--- config.mk ---
export PLATFORM = sky130hd
export DESIGN_NAME = instr_fetch_unit_flat
export DESIGN_NICKNAME = d
export VERILOG_FILES = /design/src/rtl/instr_fetch_unit_if.sv /design/src/rtl/instr_fetch_unit.sv /design/src/flat_wrapper.sv
export SDC_FILE = /design/constraint.sdc
export NUM_CORES = 1
export LEC_CHECK = 0
export CORE_UTILIZATION = 44
export CTS_BUF_LIST = sky130_fd_sc_hd__clkbuf_16
export CTS_CLUSTER_SIZE = 16
export DETAILED_ROUTE_END_ITERATION = 6
export GPL_TIMING_DRIVEN = 0
export PLACE_DENSITY = 0.74
export SLEW_MARGIN = 30
export SYNTH_ARGS = -nofsm -noshare
export SYNTH_HDL_FRONTEND = slang
export SYNTH_SLANG_ARGS = --single-unit
--- constraint.sdc ---
create_clock -name clk -period 2 [get_ports clk]
set_input_delay 0.3 -clock clk [delete_from_list [all_inputs] [get_ports clk]]
set_output_delay 0.3 -clock clk [all_outputs]
set_load 0.02 [all_outputs]
--- src/rtl/instr_fetch_unit_if.sv ---
// instr_fetch_unit_if: bus bundle between the fetch unit and its environment.
// master (fetch unit): drives imem_req/imem_addr, instr_valid/instr/instr_pc, fetch_err;
//                      samples imem_rvalid/imem_rdata, redirect/redirect_pc, instr_ready.
// slave (memory + datapath): the mirror image of master.
interface instr_fetch_unit_if #(
   parameter int ADDR_W = 32
);
   logic              imem_req;
   logic [ADDR_W-1:0] imem_addr;
   logic              imem_rvalid;
   logic [31:0]       imem_rdata;
   logic              redirect;
   logic [ADDR_W-1:0] redirect_pc;
   logic              instr_valid;
   logic [31:0]       instr;
   logic [ADDR_W-1:0] instr_pc;
   logic              instr_ready;
   logic              fetch_err;
   modport master (
      output imem_req, imem_addr, instr_valid, instr, instr_pc, fetch_err,
      input  imem_rvalid, imem_rdata, redirect, redirect_pc, instr_ready
   );
   modport slave (
      input  imem_req, imem_addr, instr_valid, instr, instr_pc, fetch_err,
      output imem_rvalid, imem_rdata, redirect, redirect_pc, instr_ready
   );
endinterface

--- src/rtl/instr_fetch_unit.sv ---
// instr_fetch_unit: PC owner issuing one-at-a-time word fetches and handing instructions to the datapath.
// clk   : rising-edge clock
// reset : asynchronous active-low reset
// bus   : master side of instr_fetch_unit_if (imem request/response, redirect, instr handshake, fetch_err)
module instr_fetch_unit #(
   parameter int                 ADDR_W    = 32,
   parameter logic [ADDR_W-1:0]  RESET_PC  = '0,
   parameter logic [31:0]        NOP_INSTR = 32'h0000_0013
) (
   input logic                 clk,
   input logic                 reset,
   instr_fetch_unit_if.master  bus
);
   typedef enum logic [2:0] {IDLE, REQ, WAIT, HOLD, ERR} state_t;
   state_t            state_q, state_d;
   logic [ADDR_W-1:0] pc_q, pc_d, addr_q, addr_d, instr_pc_q, instr_pc_d;
   logic [31:0]       instr_q, instr_d;
   logic              drop_q, drop_d, req_q, req_d, valid_q, valid_d, err_q, err_d;
   logic              redir_ok, redir_bad;
   assign redir_ok  = bus.redirect && (bus.redirect_pc[1:0] == 2'b00);
   assign redir_bad = bus.redirect && (bus.redirect_pc[1:0] != 2'b00);
   always_comb begin
      state_d    = state_q;
      pc_d       = pc_q;
      drop_d     = drop_q;
      valid_d    = valid_q;
      instr_d    = instr_q;
      instr_pc_d = instr_pc_q;
      err_d      = err_q;
      if (state_q != ERR && redir_bad) begin
         state_d = ERR;
         err_d   = 1'b1;
         valid_d = 1'b0;
         instr_d = NOP_INSTR;
         drop_d  = 1'b0;
      end else begin
         case (state_q)
            IDLE: begin
               state_d = REQ;
               pc_d    = redir_ok ? bus.redirect_pc : pc_q;
            end
            // the request at the old pc is already on the bus; its response must be dropped
            REQ: begin
               state_d = WAIT;
               pc_d    = redir_ok ? bus.redirect_pc : pc_q;
               drop_d  = redir_ok;
            end
            WAIT: begin
               if (redir_ok) begin
                  pc_d    = bus.redirect_pc;
                  drop_d  = !bus.imem_rvalid;
                  state_d = bus.imem_rvalid ? REQ : WAIT;
               end else if (bus.imem_rvalid && drop_q) begin
                  drop_d  = 1'b0;
                  state_d = REQ;
               end else if (bus.imem_rvalid) begin
                  instr_d    = bus.imem_rdata;
                  instr_pc_d = pc_q;
                  valid_d    = 1'b1;
                  pc_d       = pc_q + ADDR_W'(4);
                  state_d    = HOLD;
               end
            end
            // a redirect squashes the held instruction even when the datapath is ready
            HOLD: begin
               if (redir_ok || bus.instr_ready) begin
                  valid_d = 1'b0;
                  instr_d = NOP_INSTR;
                  pc_d    = redir_ok ? bus.redirect_pc : pc_q;
                  state_d = REQ;
               end
            end
            default: ;
         endcase
      end
   end
   // request strobe and address are registered on entry to REQ so they are glitch-free
   assign req_d  = (state_d == REQ);
   assign addr_d = req_d ? pc_d : addr_q;
   always_ff @(posedge clk or negedge reset) begin
      if (!reset) begin
         state_q    <= IDLE;
         pc_q       <= RESET_PC;
         drop_q     <= 1'b0;
         req_q      <= 1'b0;
         addr_q     <= '0;
         valid_q    <= 1'b0;
         instr_q    <= NOP_INSTR;
         instr_pc_q <= '0;
         err_q      <= 1'b0;
      end else begin
         state_q    <= state_d;
         pc_q       <= pc_d;
         drop_q     <= drop_d;
         req_q      <= req_d;
         addr_q     <= addr_d;
         valid_q    <= valid_d;
         instr_q    <= instr_d;
         instr_pc_q <= instr_pc_d;
         err_q      <= err_d;
      end
   end
   assign bus.imem_req    = req_q;
   assign bus.imem_addr   = addr_q;
   assign bus.instr_valid = valid_q;
   assign bus.instr       = instr_q;
   assign bus.instr_pc    = instr_pc_q;
   assign bus.fetch_err   = err_q;
endmodule

--- src/flat_wrapper.sv ---
// flat-port wrapper written by rule: the top's interface ports become plain ports
module instr_fetch_unit_flat 
#(
   parameter int                 ADDR_W    = 32,
   parameter logic [ADDR_W-1:0]  RESET_PC  = '0,
   parameter logic [31:0]        NOP_INSTR = 32'h0000_0013
)
  (clk, reset, bus_imem_req, bus_imem_addr, bus_instr_valid, bus_instr, bus_instr_pc, bus_fetch_err, bus_imem_rvalid, bus_imem_rdata, bus_redirect, bus_redirect_pc, bus_instr_ready);
  instr_fetch_unit_if #(.ADDR_W(ADDR_W)) bus_i ();
  input logic clk;
  input logic reset;
  output wire logic [$bits(bus_i.imem_req)-1:0] bus_imem_req;
  output wire logic [$bits(bus_i.imem_addr)-1:0] bus_imem_addr;
  output wire logic [$bits(bus_i.instr_valid)-1:0] bus_instr_valid;
  output wire logic [$bits(bus_i.instr)-1:0] bus_instr;
  output wire logic [$bits(bus_i.instr_pc)-1:0] bus_instr_pc;
  output wire logic [$bits(bus_i.fetch_err)-1:0] bus_fetch_err;
  input wire logic [$bits(bus_i.imem_rvalid)-1:0] bus_imem_rvalid;
  input wire logic [$bits(bus_i.imem_rdata)-1:0] bus_imem_rdata;
  input wire logic [$bits(bus_i.redirect)-1:0] bus_redirect;
  input wire logic [$bits(bus_i.redirect_pc)-1:0] bus_redirect_pc;
  input wire logic [$bits(bus_i.instr_ready)-1:0] bus_instr_ready;
  assign bus_imem_req = bus_i.imem_req;
  assign bus_imem_addr = bus_i.imem_addr;
  assign bus_instr_valid = bus_i.instr_valid;
  assign bus_instr = bus_i.instr;
  assign bus_instr_pc = bus_i.instr_pc;
  assign bus_fetch_err = bus_i.fetch_err;
  assign bus_i.imem_rvalid = bus_imem_rvalid;
  assign bus_i.imem_rdata = bus_imem_rdata;
  assign bus_i.redirect = bus_redirect;
  assign bus_i.redirect_pc = bus_redirect_pc;
  assign bus_i.instr_ready = bus_instr_ready;
  instr_fetch_unit #(.ADDR_W(ADDR_W), .RESET_PC(RESET_PC), .NOP_INSTR(NOP_INSTR)) u_core (.clk(clk), .reset(reset), .bus(bus_i));
endmodule
After elaboration in Yosys (flattened, before gate mapping)
Index checks and enable logic that the tools add are counted.
Word-level totals
  input bits: 69
  ROM bits: 0
  output and inout port bits: 99
  register bits after elaboration: 135
  bits in latches: 0
  word-level logic and storage cells: 68
  memories kept: 0
  memory bits (writable): 0
Operators by class
  $mul: 0
  shifts and indexed selects: 0
  reductions and logical operators: 15
  eq/ne operators: 10
  bitwise gates (word level): 3
  multiplexer cells: 30
  div/mod/pow operators: 0
  order comparisons: 0
  add/sub/neg operators: 1
Operator list (number)
  two-way mux 32 bit: 11
  case mux 32 bit (3 select lines): 1
  case mux 32 bit (2 select lines): 1
  adder 32 x 3 -> 32 bit, second input constant: 1
  two-way mux 3 bit: 5
  case mux 3 bit (4 select lines): 1
  AND reduction 5 bit: 2
  two-way mux 1 bit: 8
  == test 3 x 1 -> 1 bit, second input constant: 2
  == test 3 x 2 -> 1 bit, second input constant: 2
  != test 3 x 2 -> 1 bit, second input constant: 2
  != test 3 bit, second input constant: 2
  nonzero test 3 bit: 2
  logical AND 1 bit: 4
  != test 4 x 1 -> 1 bit, second input constant: 1
  case mux 1 bit (2 select lines): 2
  zero test 3 bit: 1
  != test 3 x 1 -> 1 bit, second input constant: 1
  NOT 1 bit: 3
  zero test 2 bit: 1
  two-way mux 2 bit: 1
  AND reduction 2 bit: 1
  nonzero test 2 bit: 1
  OR reduction 2 bit: 1
  2 further kinds: 2

Longest topological paths before layout
  depth in word-level cells: 7
  gate-level depth with buffers: 8
  depth with buffers taken out: 6

Least setup slack after synthesis
Ideal clock, no wire load.
  kind: register -> register
  from: register u_core.pc_q[2]
  to: register u_core.addr_q[28] (netlist: u_core.bus.imem_addr[28])
  path slack: -0.163 ns
  path buffers: 1
  data required time: 1.875 ns
  setup time: 0.125 ns
  arrival: 2.038 ns
  cell stages (with the launch flop): 8
  period minus slack after synthesis: 2.163 ns
  path through: dfrtp_1 ha_1 nand3_1 or3_1 buf_2 or4_1 o211a_1 mux2_4
On the way
  cells in the longest elaborated chain, start to end: 6
Ends and longest elaborated chain
  start, declared: line instr_fetch_unit.sv:16  | logic [ADDR_W-1:0] pc_q, pc_d, addr_q, addr_d, instr_pc_q, instr_pc_d;
  start signal, assigned: line instr_fetch_unit.sv:93  | pc_q <= pc_d;
  adder 32 x 3 -> 32 bit: line instr_fetch_unit.sv:60  | pc_d = pc_q + ADDR_W'(4);
  two-way mux 32 bit: line instr_fetch_unit.sv:56  | end else if (bus.imem_rvalid) begin
  two-way mux 32 bit: line instr_fetch_unit.sv:53  | end else if (bus.imem_rvalid && drop_q) begin
  two-way mux 32 bit: line instr_fetch_unit.sv:49  | if (redir_ok) begin
  case mux 32 bit (3 select lines): line instr_fetch_unit.sv:37  | case (state_q)
  two-way mux 32 bit: line instr_fetch_unit.sv:30  | if (state_q != ERR && redir_bad) begin
  named net u_core.pc_d[28]: line instr_fetch_unit.sv:16
  end signal, assigned: line instr_fetch_unit.sv:96  | addr_q <= addr_d;
  end, declared: line instr_fetch_unit.sv:16
The timed path passes the listed nets, and every way through them passes these cells.
A chain may end at the register's enable or synchronous reset.

Final worst setup path
  from: register u_core.state_q[0]
  to: register u_core.addr_q[20] (netlist: u_core.bus.imem_addr[20])
On the way
  elaborated cells between the ends (all ways): 16
  those cells by class: eq/ne: 5; mux: 8; reduce/logical: 3
RTL lines
  start, declared: line instr_fetch_unit.sv:15  | state_t state_q, state_d;
  start signal, assigned: line instr_fetch_unit.sv:92  | state_q <= state_d;
  == test 3 x 1 -> 1 bit / zero test 3 bit (equally long branches): line instr_fetch_unit.sv:37
  OR reduction 2 bit (no source line)
  case mux 32 bit (3 select lines): line instr_fetch_unit.sv:37
  two-way mux 32 bit (*): line instr_fetch_unit.sv:30
  named net u_core.pc_d[20]: line instr_fetch_unit.sv:16
The timed path passes the listed nets; every way through them passes the cells marked *.

==> reports/metrics.sh <==
CTS.HTREE.LEVELS=4
PLACEDCELLCOUNT=1016
BUSIEST_METAL_LAYER_AFTER_GLOBAL_ROUTING='met2'
RESULT_OF_THE_RUN='complete, but fails checks'
TOTAL_CONGESTION_OVERFLOW=0
PLACEMENT_ROWS=43
NUMBER_OF_FLOPS_MAPPED_TO_ENABLE_CELLS_BY_YOSYS=0
WORST-ENDPOINT-REQUIRED_NS=2.32
VIOLATED_CHECKS='setup timing'
CRIT_CHAIN='or4b_4, buf_6, nor3_4, a31oi_1, a211o_1, mux2_2'
ROUTE.DETAILED.VIAS_PER_INST=5.99
GRT_MAX_DEGREE=70
ROUTED_WL_MM=25.3
SETUP_TOTAL_NEGATIVE_SLACK_NS=-0.915
FRACTION_OF_THE_YOSYS_AREA_TAKEN_BY_SEQUENTIAL_CELLS_PCT=52.8
FINAL_PERIOD_MINUS_WORST_SETUP_SLACK_NS=2.13
TIMING.MAX_CAP.VIOLATIONS=0
DESIGN.PORTCOUNT=168
NETS_FINISH=983
MIN_PATH_TYPE='in2async'
PATH_CLASS='reg2reg'
FINAL_ANTENNA_NET_COUNT=0
WL_PER_CELL_UM=22.8
SYNTH_CELLS=670
MIN_SETUP_SLACK_POST_ROUTE_NS=-0.126
FINAL.SETUP_SKEW_NS=0.00875
DIE_AREA_MM2=0.0151
CRITPATHCAPTURETYPE='register'
CELLPOWERDENSITY_mW_PER_MM2=712
MAXCLOCKFREQUENCY_MHz=470
NETLIST_CELL_TYPES=70
DPL_CELL_AREA_MM2=0.00836
NUMCLOCKSINKS=135
CLK_TRANSITION_REPORTED_PATHS_NS=0.06
USE_MET1_PCT=44.6
SETUP_REPAIR_AFTER_GLOBAL_ROUTING_MISSED_ITS_MARGIN='true'
POST-ROUTE-UTIL_PCT=73.1
CP_NUM_BUF_INV=1
INITIAL_UTILIZATION_PCT=45.6
LAYOUT_COMMONEST_CELL='sky130_fd_sc_hd__clkdlybuf4s50_1'
NUM_ANTENNA_CELLS=0
DRT_FIRST_PASS_ITERS=5
SYNTH_TOP_AREA_SHARE_PCT=51.5
MAX-CLOCK-PATH-BUFFERS=2
SYNTH-ASYNC-RESET-RATIO_PCT=100
WORST_R2R_PATH_DEPTH=6
SYNTH_SEQ_CELLS=135
IR_WORST_VDD_mV=0.610
HOLD_VIOL_FINAL=0
CRITICAL-PATH-SLOWEST-CELL='sky130_fd_sc_hd__or4b_4'
TIGHTEST_SLEW_NS=0.706
IO_BUFFER_COUNT=165
FINAL-INSTANCE-COUNT-EXCL-FILL=1106
GRTUSAGEMET3_PCT=8.13
FINAL_CELL_AREA_MM2=0.0103
DRC=0
NUMCTSBUFFERS=17
STAGE_DELAY_OF_THE_SLOWEST_CELL_ON_THE_CRITICAL_PATH_NS=0.63
VIAS_IN_THE_FIRST_GLOBAL_ROUTE=6613
DRT_ITER0_MARKERS=522
WORST-PATH-STAGES=6
PLACE_WORST_SETUP_SLACK_NS=-1.31
LEAKAGE_nW=4.51
SYN-MEAN-INSTANCE-AREA_UM2=9.57
YOSYS_WARNINGS=0
DIEHEIGHT_UM=123
GPL.FINAL_WEIGHTED_CONGESTION=0.918
AREAGROWTHSYNTHTOFINISH_PCT=60.2
WORST_HOLD_MARGIN_NS=0.401
WIDTH_OF_THE_DIE_UM=123
SYNTH-MAIN-FF-CELL='sky130_fd_sc_hd__dfrtp_1'
STARTPOINT_TYPE='register'
POST_ROUTE_CELLS_DRIVE_ABOVE_1_SHARE_PCT=28.3
SLEW_HEADROOM_PCT=52.9
CLOCK-ROOT-BUFFER='sky130_fd_sc_hd__clkbuf_16'
CORE_AR_MM2=0.0140
TIMING.FINAL.SETUP_VIOLATIONS=19
GLOBALROUTETOTALUTIL_PCT=33.4
GRT_ANTENNA_BEFORE_REPAIR=0
SLEW_VIOL_FINAL=0
GRT.MET2_USAGE_PCT=50.4
GRT_PASS1_WL_MM=36.8
MOST-COMMON-LAYOUT-CELLS='162 x sky130_fd_sc_hd__clkdlybuf4s50_1, 122 x sky130_fd_sc_hd__nand2_1, 115 x sky130_fd_sc_hd__dfrtp_1, 54 x sky130_fd_sc_hd__buf_4, 39 x sky130_fd_sc_hd__nor2_1'
PLACE_HPWL_MM=16.4
SYN-CELL-AREA_MM2=0.00641
CLKLATENCYLATEPIN_NS=0.43
FINAL_MIN_PERIOD_OVER_CLOCK_PERIOD_PCT=106
YS_TOP_CELLS_BY_AREA='sky130_fd_sc_hd__dfrtp_1 52%, sky130_fd_sc_hd__nand2_1 7.7%, sky130_fd_sc_hd__a22o_1 4.2%'
SYN-NUM-NETS=740
CRITPATHMAXFANOUT=4
ARRIVAL_NS=2.44
REPORT.POWER.TOTAL_mW=7.31
CPLARGESTDELAYFAMILY='simple AND/OR/NAND/NOR gates'
VIAS=6630
SYNTH.LARGEST_AREA_CELL='sky130_fd_sc_hd__dfrtp_1'
CTS_TREE='built'
cells in the mapped netlist, types with 3 or more instances:
cell type and count:
sky130_fd_sc_hd__nand2_1 132, sky130_fd_sc_hd__a41oi_1 3, sky130_fd_sc_hd__or3_1 5, sky130_fd_sc_hd__nor2b_1 4
sky130_fd_sc_hd__mux2_2 12, sky130_fd_sc_hd__and3_1 10, sky130_fd_sc_hd__nor3_1 17, sky130_fd_sc_hd__nand3_1 17
sky130_fd_sc_hd__or4_1 5, sky130_fd_sc_hd__nor4_1 9, sky130_fd_sc_hd__buf_2 10, sky130_fd_sc_hd__dfrtp_1 132
sky130_fd_sc_hd__o21a_1 4, sky130_fd_sc_hd__a211oi_1 3, sky130_fd_sc_hd__a21oi_1 19, sky130_fd_sc_hd__a21o_1 3
sky130_fd_sc_hd__nor2_1 49, sky130_fd_sc_hd__dfstp_2 3, sky130_fd_sc_hd__o41ai_1 3, sky130_fd_sc_hd__a22o_1 31
sky130_fd_sc_hd__a31oi_1 13, sky130_fd_sc_hd__mux2i_1 4, sky130_fd_sc_hd__a311oi_1 3, sky130_fd_sc_hd__and2_1 5
sky130_fd_sc_hd__nand2b_1 7, sky130_fd_sc_hd__clkbuf_1 38, sky130_fd_sc_hd__nand4_1 13, sky130_fd_sc_hd__inv_1 13
sky130_fd_sc_hd__o31ai_1 16, sky130_fd_sc_hd__and4_1 4, sky130_fd_sc_hd__a22oi_1 3, sky130_fd_sc_hd__o21ai_0 30
routing by layer:
layer	share of wire [%]	vias up
met2	47	314
met3	6.6	83
li1	-	2931
met4	3.9	0
met5	0	-
met1	43	3302
final timing paths:
| check | from | endpoint | slack (ns) |
|---|---|---|---|
| worst max-delay path | u_core.state_q[0]$_DFF_PN0_ | u_core.bus.imem_addr[20]$_DFFE_PN0P_ | -0.13 |
| worst min-delay path | reset | u_core.bus.fetch_err$_DFFE_PN0P_ | 0.40 |
| worst max register to register | u_core.state_q[0]$_DFF_PN0_ | u_core.bus.imem_addr[20]$_DFFE_PN0P_ | -0.13 |
| worst min register to register | u_core.bus.fetch_err$_DFFE_PN0P_ | u_core.bus.fetch_err$_DFFE_PN0P_ | 0.46 |
| max in group asynchronous | reset | u_core.pc_q[16]$_DFF_PN0_ | 0.86 |
| min in group clk | bus_imem_rdata[0] | u_core.bus.instr[0]$_DFFE_PN1P_ | 0.42 |
flip-flops by register name, summed over array words and instances (netlist names):
register and cells:
u_core.bus.fetch_err 1, u_core.pc_q 32, u_core.bus.imem_addr 32, u_core.bus.instr_pc 32, u_core.drop_q 1, u_core.bus.imem_req 1, u_core.bus.instr_valid 1, u_core.state_q 3
u_core.bus.instr 32
kinds of logic after synthesis:
family                   synth area share (%)
AO/OA/AOI/OAI                            18.2
adder cells (fa/ha/maj)                 0.195
buffers and inverters                    3.89
flip-flops                               52.8
multiplexers                             2.97
AND/OR/NAND/NOR                          22.0
report_power, final:
| group | internal, mW | switching (mW) | total, mW |
|---|---|---|---|
| sequential | 2.91 | 0.177 | 3.09 |
| combinational | 0.558 | 0.549 | 1.11 |
| clock | 1.83 | 1.28 | 3.11 |
final cells by class:
| class | count | area, µm² |
|---|---|---|
| Buffer | 42 | 365 |
| Clock buffer | 17 | 425 |
| Clock inverter | 15 | 154 |
| Fill cell | 976 | 3770 |
| Inverter | 13 | 56.3 |
| Multi-Input combinational cell | 472 | 3370 |
| Sequential cell | 135 | 3400 |
| Tap cell | 180 | 225 |
| Timing Repair Buffer | 232 | 2270 |
repair_timing:
item / 4_1_cts / 5_1_grt
buffers inserted: 48 / 14
endpoints found under the hold margin: 63 / 0
pin swaps: 24 / 14
gates resized for setup: 134 / 109
hold buffers: 1 / 0
endpoints found under the setup margin: 129 / 105
gates cloned: 1 / 2
worst reg2reg max path, cell delays in order (launching register included):
cell	delay [ns]
sky130_fd_sc_hd__dfrtp_1	0.43
sky130_fd_sc_hd__or4b_4	0.63
sky130_fd_sc_hd__buf_6	0.16
sky130_fd_sc_hd__nor3_4	0.12
sky130_fd_sc_hd__a31oi_1	0.10
sky130_fd_sc_hd__a211o_1	0.31
sky130_fd_sc_hd__mux2_2	0.28
Note: power is estimated with default switching activity, not from simulation.
